$ cat src/rtl/fetch_pc_if.sv
`default_nettype none
// ============================================================================
//  Module      : fetch_pc_if
//  Description : Bundle between the fetch front end (fetcher, decoders,
//                branch predictor, ROB flush) and the fetch PC unit.
//                master = front-end side, slave = fetch_pc_unit side.
//  Revision    : 1.0 - initial release
// ============================================================================
interface fetch_pc_if #(
    parameter int WIDTH       = 32,
    parameter int FETCH_WIDTH = 2,
    parameter int CNT_WIDTH   = 16
);
    localparam int c_ENQ_W = $clog2(FETCH_WIDTH + 1);

    // Front end -> PC unit
    logic                         fetch_rdy;
    logic                         iq_full;
    logic [FETCH_WIDTH-1:0]       lane_is_jal;
    logic [FETCH_WIDTH-1:0]       lane_is_br;
    logic [FETCH_WIDTH-1:0]       lane_pred_taken;
    logic [FETCH_WIDTH*WIDTH-1:0] lane_target;
    logic                         flush_valid;
    logic [WIDTH-1:0]             flush_pc;

    // PC unit -> front end / instruction queue
    logic [WIDTH-1:0]             pc_out;
    logic                         pc_load;
    logic                         enq_valid;
    logic [c_ENQ_W-1:0]           enq_count;
    logic                         redirect_pend;
    logic [CNT_WIDTH-1:0]         redirect_cnt;
    logic [CNT_WIDTH-1:0]         flush_cnt;

    modport master (
        output fetch_rdy, iq_full, lane_is_jal, lane_is_br, lane_pred_taken,
               lane_target, flush_valid, flush_pc,
        input  pc_out, pc_load, enq_valid, enq_count, redirect_pend,
               redirect_cnt, flush_cnt
    );

    modport slave (
        input  fetch_rdy, iq_full, lane_is_jal, lane_is_br, lane_pred_taken,
               lane_target, flush_valid, flush_pc,
        output pc_out, pc_load, enq_valid, enq_count, redirect_pend,
               redirect_cnt, flush_cnt
    );
endinterface
`default_nettype wire

$ cat src/rtl/fetch_pc_unit.sv
`default_nettype none
// ============================================================================
//  Module      : fetch_pc_unit
//  Description : Next-PC generator and fetch-group gate for an N-wide front
//                end. Chooses between sequential fetch, the first predicted
//                taken branch/jal, a ROB flush or a latched pending flush,
//                and tells the instruction queue how many lanes to enqueue.
//                Interface parameters must match the module parameters.
//  Revision    : 1.0 - initial release
// ============================================================================
module fetch_pc_unit #(
    parameter int               WIDTH       = 32,
    parameter int               FETCH_WIDTH = 2,
    parameter logic [WIDTH-1:0] RESET_PC    = WIDTH'(32'h60),
    parameter int               CNT_WIDTH   = 16
) (
    input  logic     clk,
    input  logic     rst,       // asynchronous, active-low
    fetch_pc_if.slave bus
);
    localparam int               c_ENQ_W   = $clog2(FETCH_WIDTH + 1);
    localparam logic [WIDTH-1:0] c_PC_STEP = WIDTH'(4 * FETCH_WIDTH);

    // Fetch state: RUN fetches normally, HOLD waits to apply a latched flush
    localparam logic [0:0] c_ST_RUN  = 1'b0;
    localparam logic [0:0] c_ST_HOLD = 1'b1;

    logic [0:0]           r_state;
    logic [WIDTH-1:0]     r_pc;
    logic [WIDTH-1:0]     r_saved_pc;
    logic [CNT_WIDTH-1:0] r_redirect_cnt;
    logic [CNT_WIDTH-1:0] r_flush_cnt;

    logic [FETCH_WIDTH-1:0] w_lane_hit;
    logic [WIDTH-1:0]       w_lane_target [FETCH_WIDTH];
    logic                   w_taken;
    logic [c_ENQ_W-1:0]     w_taken_count;
    logic [WIDTH-1:0]       w_taken_target;
    logic                   w_pc_load;
    logic                   w_in_run;
    logic                   w_enq_valid;
    logic                   w_redirect_apply;

    // Per-lane redirect condition and unpacked target; a not-taken branch
    // does not hit and therefore falls through to the next lane.
    for (genvar gi = 0; gi < FETCH_WIDTH; gi++) begin : g_lane
        assign w_lane_hit[gi]    = bus.lane_is_jal[gi]
                                 | (bus.lane_is_br[gi] & bus.lane_pred_taken[gi]);
        assign w_lane_target[gi] = bus.lane_target[gi*WIDTH +: WIDTH];
    end

    // Priority pick of the lowest hitting lane (scan high to low, last write wins)
    always_comb begin
        w_taken        = 1'b0;
        w_taken_count  = '0;
        w_taken_target = '0;
        for (int i = FETCH_WIDTH - 1; i >= 0; i--) begin
            if (w_lane_hit[i]) begin
                w_taken        = 1'b1;
                w_taken_count  = c_ENQ_W'(i + 1);
                w_taken_target = w_lane_target[i];
            end
        end
    end

    assign w_pc_load        = bus.fetch_rdy & ~bus.iq_full;
    assign w_in_run         = (r_state == c_ST_RUN);
    // Groups returned in HOLD or alongside a flush are on the wrong path
    assign w_enq_valid      = w_pc_load & w_in_run & ~bus.flush_valid;
    // A predicted redirect only takes effect when the group itself is kept
    assign w_redirect_apply = w_enq_valid & w_taken;

    // PC, fetch state and saved flush target; flush > pending flush > taken > sequential
    always_ff @(posedge clk or negedge rst) begin
        if (!rst) begin
            r_pc       <= RESET_PC;
            r_state    <= c_ST_RUN;
            r_saved_pc <= '0;
        end else if (w_pc_load) begin
            if (bus.flush_valid) begin
                r_pc    <= bus.flush_pc;
                r_state <= c_ST_RUN;
            end else if (r_state == c_ST_HOLD) begin
                r_pc    <= r_saved_pc;
                r_state <= c_ST_RUN;
            end else if (w_taken) begin
                r_pc    <= w_taken_target;
            end else begin
                r_pc    <= r_pc + c_PC_STEP;
            end
        end else if (bus.flush_valid) begin
            // The newest flush overwrites any one already waiting
            r_saved_pc <= bus.flush_pc;
            r_state    <= c_ST_HOLD;
        end
    end

    // Saturating performance counters
    always_ff @(posedge clk or negedge rst) begin
        if (!rst) begin
            r_redirect_cnt <= '0;
            r_flush_cnt    <= '0;
        end else begin
            if (w_redirect_apply && (r_redirect_cnt != '1)) begin
                r_redirect_cnt <= r_redirect_cnt + 1'b1;
            end
            if (bus.flush_valid && (r_flush_cnt != '1)) begin
                r_flush_cnt <= r_flush_cnt + 1'b1;
            end
        end
    end

    assign bus.pc_out        = r_pc;
    assign bus.pc_load       = w_pc_load;
    assign bus.enq_valid     = w_enq_valid;
    assign bus.enq_count     = w_enq_valid ? (w_taken ? w_taken_count : c_ENQ_W'(FETCH_WIDTH))
                                           : '0;
    assign bus.redirect_pend = (r_state == c_ST_HOLD);
    assign bus.redirect_cnt  = r_redirect_cnt;
    assign bus.flush_cnt     = r_flush_cnt;

endmodule
`default_nettype wire

$ cat src/flat_wrapper.sv
// flat-port wrapper written by rule: the top's interface ports become plain ports
module fetch_pc_unit_flat 
#(
    parameter int               WIDTH       = 32,
    parameter int               FETCH_WIDTH = 2,
    parameter logic [WIDTH-1:0] RESET_PC    = WIDTH'(32'h60),
    parameter int               CNT_WIDTH   = 16
)
  (clk, rst, bus_fetch_rdy, bus_iq_full, bus_lane_is_jal, bus_lane_is_br, bus_lane_pred_taken, bus_lane_target, bus_flush_valid, bus_flush_pc, bus_pc_out, bus_pc_load, bus_enq_valid, bus_enq_count, bus_redirect_pend, bus_redirect_cnt, bus_flush_cnt);
  fetch_pc_if #(.WIDTH(WIDTH), .FETCH_WIDTH(FETCH_WIDTH), .CNT_WIDTH(CNT_WIDTH)) bus_i ();
  input  logic clk;
  input  logic rst;
  input wire logic [$bits(bus_i.fetch_rdy)-1:0] bus_fetch_rdy;
  input wire logic [$bits(bus_i.iq_full)-1:0] bus_iq_full;
  input wire logic [$bits(bus_i.lane_is_jal)-1:0] bus_lane_is_jal;
  input wire logic [$bits(bus_i.lane_is_br)-1:0] bus_lane_is_br;
  input wire logic [$bits(bus_i.lane_pred_taken)-1:0] bus_lane_pred_taken;
  input wire logic [$bits(bus_i.lane_target)-1:0] bus_lane_target;
  input wire logic [$bits(bus_i.flush_valid)-1:0] bus_flush_valid;
  input wire logic [$bits(bus_i.flush_pc)-1:0] bus_flush_pc;
  output wire logic [$bits(bus_i.pc_out)-1:0] bus_pc_out;
  output wire logic [$bits(bus_i.pc_load)-1:0] bus_pc_load;
  output wire logic [$bits(bus_i.enq_valid)-1:0] bus_enq_valid;
  output wire logic [$bits(bus_i.enq_count)-1:0] bus_enq_count;
  output wire logic [$bits(bus_i.redirect_pend)-1:0] bus_redirect_pend;
  output wire logic [$bits(bus_i.redirect_cnt)-1:0] bus_redirect_cnt;
  output wire logic [$bits(bus_i.flush_cnt)-1:0] bus_flush_cnt;
  assign bus_i.fetch_rdy = bus_fetch_rdy;
  assign bus_i.iq_full = bus_iq_full;
  assign bus_i.lane_is_jal = bus_lane_is_jal;
  assign bus_i.lane_is_br = bus_lane_is_br;
  assign bus_i.lane_pred_taken = bus_lane_pred_taken;
  assign bus_i.lane_target = bus_lane_target;
  assign bus_i.flush_valid = bus_flush_valid;
  assign bus_i.flush_pc = bus_flush_pc;
  assign bus_pc_out = bus_i.pc_out;
  assign bus_pc_load = bus_i.pc_load;
  assign bus_enq_valid = bus_i.enq_valid;
  assign bus_enq_count = bus_i.enq_count;
  assign bus_redirect_pend = bus_i.redirect_pend;
  assign bus_redirect_cnt = bus_i.redirect_cnt;
  assign bus_flush_cnt = bus_i.flush_cnt;
  fetch_pc_unit #(.WIDTH(WIDTH), .FETCH_WIDTH(FETCH_WIDTH), .RESET_PC(RESET_PC), .CNT_WIDTH(CNT_WIDTH)) u_core (.clk(clk), .rst(rst), .bus(bus_i));
endmodule
$ cat config.mk
export PLATFORM = sky130hd
export DESIGN_NAME = fetch_pc_unit_flat
export DESIGN_NICKNAME = d
export VERILOG_FILES = /design/src/rtl/fetch_pc_if.sv /design/src/rtl/fetch_pc_unit.sv /design/src/flat_wrapper.sv
export SDC_FILE = /design/constraint.sdc
export NUM_CORES = 1
export LEC_CHECK = 0
export CELL_PAD_IN_SITES_DETAIL_PLACEMENT = 1
export CELL_PAD_IN_SITES_GLOBAL_PLACEMENT = 1
export CORE_MARGIN = 10
export CORE_UTILIZATION = 35
export DETAILED_ROUTE_END_ITERATION = 6
export PLACE_DENSITY = 0.79
export SLEW_MARGIN = 25
export SYNTH_ARGS = -nofsm -noshare
export SYNTH_HDL_FRONTEND = slang
export SYNTH_SLANG_ARGS = --single-unit
$ cat constraint.sdc
create_clock -name clk -period 4.5 [get_ports clk]
set_input_delay 0.45 -clock clk [delete_from_list [all_inputs] [get_ports clk]]
set_output_delay 0.45 -clock clk [all_outputs]
set_load 0.02 [all_outputs]
; After elaboration in Yosys (flattened, before gate mapping)
; Index checks and enable logic that the tools add are counted.
[classes]
bitwise = 12
mux = 13
n_addsub = 3
eq_ne = 2
n_reduce_logical = 4
[ops]
columns = cell, n
row1 = $mux 32, 5
row2 = $add 16x1->16 const B, 2
row3 = $add 32x4->32 const B, 1
row4 = $ne 16x16->1 const B, 2
row5 = $mux 2, 4
row6 = $and 1x1->1, 6
row7 = $mux 1, 4
row8 = $not 1->1, 4
row9 = $logic_and 1x1->1, 2
row10 = $or 1x1->1, 2
row11 = $reduce_and 2->1, 1
row12 = $reduce_bool 2->1, 1
[totals]
output_inout_bits = 69
register_bits = 97

; Longest topological paths before layout
[depth]
word_depth = 7
mapped_depth = 8

; Worst setup path after synthesis
; OpenSTA, ideal clock, no wires.
[synth_path]
kind = register -> register
start = register u_core.r_pc[3] (netlist: u_core.bus.pc_out[3])
end = register u_core.r_pc[29] (netlist: u_core.bus.pc_out[29])
setup_ps = 126
period_less_slack_ps = 2036
stages_incl_launch_ff = 7
arrival_ps = 1910
slack_ps = 2464
path_cell_list = dfrtp_1 > ha_1 > nand4_1 > nor4_4 > nand4_1 > xnor2_1 > a221o_1
[synth_between]
elab_chain_cells = 4
[synth_rtl]
columns = element, line_no
row1 = start: declaration, fetch_pc_unit.sv:29  ; logic [WIDTH-1:0] r_pc;
row2 = start signal: assignment, fetch_pc_unit.sv:81  ; r_pc <= bus.flush_pc;
row3 = start signal: assignment, fetch_pc_unit.sv:84  ; r_pc <= r_saved_pc;
row4 = start signal: assignment, fetch_pc_unit.sv:87  ; r_pc <= w_taken_target;
row5 = $add 32x4->32, fetch_pc_unit.sv:89  ; r_pc <= r_pc + c_PC_STEP;
row6 = $mux 32, fetch_pc_unit.sv:86  ; end else if (w_taken) begin
row7 = $mux 32, fetch_pc_unit.sv:83  ; end else if (r_state == c_ST_HOLD) begin
row8 = $mux 32, fetch_pc_unit.sv:80  ; if (bus.flush_valid) begin
; No other way between the ends.
; A chain may end at the register's enable or synchronous reset.

; Final worst setup path
[layout_path]
start = input bus_lane_is_br[0]
end = output bus_enq_count[1]
[layout_between]
elab_chain_cells = 5
word_cells_on_any_way = 6
classes_between = 4 x mux / 2 x bitwise
[layout_rtl]
columns = element, line_no
row1 = start: declaration, flat_wrapper.sv:16  ; input wire logic [$bits(bus_i.lane_is_br)-1:0] bus_lane_is_br;
row2 = $and 1x1->1 (*), fetch_pc_unit.sv:48  ; | (bus.lane_is_br[gi] & bus.lane_pred_taken[gi]);
row3 = $or 1x1->1 (*), fetch_pc_unit.sv:48
row4 = $mux 2 or $mux 1 (tied branches), fetch_pc_unit.sv:58  ; if (w_lane_hit[i]) begin
row5 = $mux 2 (*) (2 in a row), fetch_pc_unit.sv:116  ; assign bus.enq_count = w_enq_valid ? (w_taken ? w_taken_count : c_ENQ_W'(FETCH_WIDTH))
row6 = end: declaration, flat_wrapper.sv:24  ; output wire logic [$bits(bus_i.enq_count)-1:0] bus_enq_count;
; Every way passes the cells marked *; elsewhere a longest branch is shown, timed or not.

==> results by group <==
Global route
  • GRT overflow: 0
  • Largest net degree at the start of global routing: 75
  • Number of global-route vias before repair: 5811
  • First-pass GRT wire length: 33700 um
  • Initial antenna violation count: 1
  • Total track usage: 19.7%

Final layout
  • Diode count: 0
  • Finished Cell Area: 7680 um2
  • Layout cells sized above 1: 11.0%
  • Area growth from synthesis to layout: 40.6%
  • Post-route non-filler standard cell count: 928
  • Fin nets: 824

Status
  • Outcome: complete, no violations

Placed design
  • GP Congestion: 0.854
  • Setup WS pre-CTS: 1.33 ns
  • PortBufs: 175
  • Dpl cells: 914
  • Placed inst area: 7410 um2
  • Hpwl dp: 16300 um

Detailed routing
  • WL per Instance: 23.1 um
  • Vias: 5350
  • Final ANT Viol Nets: 0
  • Vias/cell: 5.77
  • Routed WL: 21400 um
  • DRC errors left: 0
  • Pre-Repair DR Iteration Count: 4
  • Initial drt markers: 389

Floorplanning
  • Die height: 145 um
  • Row cnt: 45
  • Die Footprint: 21000 um2
  • Io pins: 176
  • Initial Utilization: 35.8%
  • Die X: 145 um
  • Core outline area: 15300 um2

Clocking
  • CTS root buffer: clkbuf_16
  • TritonCTS buffer count: 9
  • Clk slew on worst S/H paths: 0.07 ns
  • Clk_lat worst skew: 0.35 ns
  • Number of setup buffers added after CTS: 0
  • CTS Hold Bufs: 0
  • H-Tree Depth: 3
  • Post-CTS Resized: 0
  • Clk sink count: 97
  • CTS tree: yes
  • Clock buffer depth: 2

Flow run
  • Max_cap viols: 0

Critical path
  • Worst path cell trace: clkdlybuf4s50_1 -> a21o_1 -> buf_4 -> nor2_1 -> clkdlybuf4s50_1
  • Max incr delay on CP: 0.79 ns
  • Critical Path AT: 2.75 ns
  • Worst path top cell family by delay: buffers and inverters
  • Endpoint type of the worst setup path: output port
  • Startpoint types: primary input
  • Worst-path maximum fanout: 23
  • Bufs and invs on worst path: 3
  • Most used cell, CP: clkdlybuf4s50_1
  • Critical Path RT: 4.05 ns
  • Slowest CP cell: a21o_1
  • CP Class: primary input to output port

Synth
  • Syn. warnings: 0
  • Top cells by area, synth: dfrtp_1 (44%), mux2_2 (7.2%), nor2_1 (2.8%)
  • Top cells by count, synth: dfrtp_1 (95), nor2_1 (41), nand2_1 (36)
  • EDFF count, synth: 0
  • Post-synth top area cell: dfrtp_1
  • Most frequent cell after synthesis: dfrtp_1
  • #FFs+latches synth: 97
  • Post-synthesis cell area: 5460 um2
  • Async set-reset flop share out of synthesis: 100%
  • Post-synth top area share: 43.5%
  • Post-synthesis sequential area ratio: 44.5%
  • Post-synth cell types: 61
  • Syn avg cell area: 9.92 um2
  • Most used DFF post-synth: dfrtp_1
  • Syn nets: 661
  • Synthesized instance count: 551

Timing
  • Final hold slack: 0.0897 ns
  • Slew @ Worst Pin: 0.984 ns
  • Final setup margin: 1.30 ns
  • Setup TNS: 0 ns
  • F_max: 313 MHz
  • Final Hold Viols: 0
  • Minimum clock period: 3.20 ns
  • Rel. slew slack: 34.4%
  • Final setup viols: 0
  • RSZ-0062 raised after global routing: false
  • Fin crit share: 71.0%
  • Slew Limit Fails: 0
  • Clk_skew: 0.00519 ns

Worst hold path
  • Worst Hold Class: primary input to async pin

Pwr
  • Leak: 3.08 nW
  • Pwr/cell area: 358 nW/um2
  • Peak supply drop: 0.357 mV
flip-flops by register name (all words and copies together), names as in the netlist:
signal,flops
u_core.bus.redirect_cnt,16
u_core.r_saved_pc,32
u_core.bus.flush_cnt,16
u_core.bus.redirect_pend,1
u_core.bus.pc_out,32
cell families (layout without fill, tap and decap cells):
logic type	count (synthesis)	after routing	synth area share, %
simple gates	172	172	16.4
flops	97	97	44.5
buf+inv	46	212	3.43
xor+xnor	32	32	5.13
compound gates	163	163	22.2
mux	38	38	7.76
fa+ha+maj	3	3	0.687
final timing paths:
check / start / depth (start not counted) / endpoint / slack, ns
max: bus_lane_is_br[0] / 5 / bus_enq_count[1] / 1.30
max in group asynchronous: rst / 2 / u_core.bus.redirect_cnt[10]$_DFFE_PN0P_ / 3.56
min in group clk: u_core.bus.redirect_cnt[8]$_DFFE_PN0P_ / 1 / u_core.bus.redirect_cnt[8]$_DFFE_PN0P_ / 0.51
min: rst / 1 / u_core.bus.redirect_cnt[4]$_DFFE_PN0P_ / 0.09
min reg2reg: u_core.bus.redirect_cnt[8]$_DFFE_PN0P_ / 1 / u_core.bus.redirect_cnt[8]$_DFFE_PN0P_ / 0.51
max reg2reg: u_core.bus.redirect_pend$_DFFE_PN0P_ / 5 / u_core.bus.pc_out[25]$_DFFE_PN0N_ / 1.89
report_power, final:
group          internal (mW)  switching, mW
Sequential              1.01          0.172
Combinational          0.420          0.417
Clock                  0.385          0.347
Total                   1.81          0.936
stage by stage:
stage                     utilization, %  total power [mW]
after floorplan                        -              1.56
after CTS                           50.3              2.78
final                               50.4              2.75
after global routing                50.4              2.89
after global placement              48.6              1.99
after detailed placement            48.6              2.03
layout make-up:
type,instances,area [um2]
tap,211,264
clock buffer,10,239
multi-input combinational,408,2850
timing repair buffer,184,1820
inverter,14,53.8
fill,1715,7570
clock inverter,4,31.3
sequential,97,2430
layer usage:
metal  track usage (%)  wire (um)  up-vias
met5                 0          0        -
met4              4.55        345        0
met3              5.40       1530       27
met2              33.7      10800      211
met1              24.2       8750     2680
li1                  -          -     2432
cell usage in the layout (no fill, tap or decap), types with 3 or more instances in the layout:
| cell type | synthesis | layout |
|---|---|---|
| or3_1 | 4 | 4 |
| a31o_2 | 5 | 5 |
| and3_1 | 15 | 15 |
| nand4_1 | 16 | 16 |
| clkbuf_16 | 0 | 9 |
| o21ai_0 | 19 | 19 |
| a21oi_1 | 21 | 21 |
| a31oi_1 | 7 | 7 |
| o221ai_1 | 10 | 10 |
| nand2_1 | 36 | 36 |
| nand3_1 | 20 | 20 |
| a22oi_1 | 4 | 4 |
| xor2_1 | 15 | 15 |
| buf_4 | 1 | 9 |
| mux2i_1 | 3 | 3 |
| xnor2_1 | 17 | 17 |
| clkinvlp_4 | 0 | 3 |
| clkdlybuf4s50_1 | 0 | 174 |
| a311oi_1 | 3 | 3 |
| a22o_1 | 7 | 7 |
| mux2_2 | 35 | 35 |
| dfrtp_1 | 95 | 95 |
| and2_1 | 3 | 3 |
| nor3_1 | 15 | 15 |
| o31ai_1 | 13 | 13 |
| a21o_1 | 6 | 6 |
| o31a_1 | 5 | 5 |
| o22ai_1 | 17 | 17 |
| nor2b_1 | 3 | 3 |
| inv_1 | 11 | 11 |
| nor2_1 | 41 | 41 |
| a221o_1 | 11 | 11 |
| and4_1 | 9 | 9 |
| ha_1 | 3 | 3 |
| a221oi_1 | 16 | 16 |
worst register-to-register path, stage by stage (launching register included):
cell and delay (ns):
dfrtp_1 0.71, nand2b_1 0.68, o22ai_1 0.52, nor2_1 0.11
a31o_2 0.27, a22o_1 0.22
Note: power is estimated with default switching activity, not from simulation.
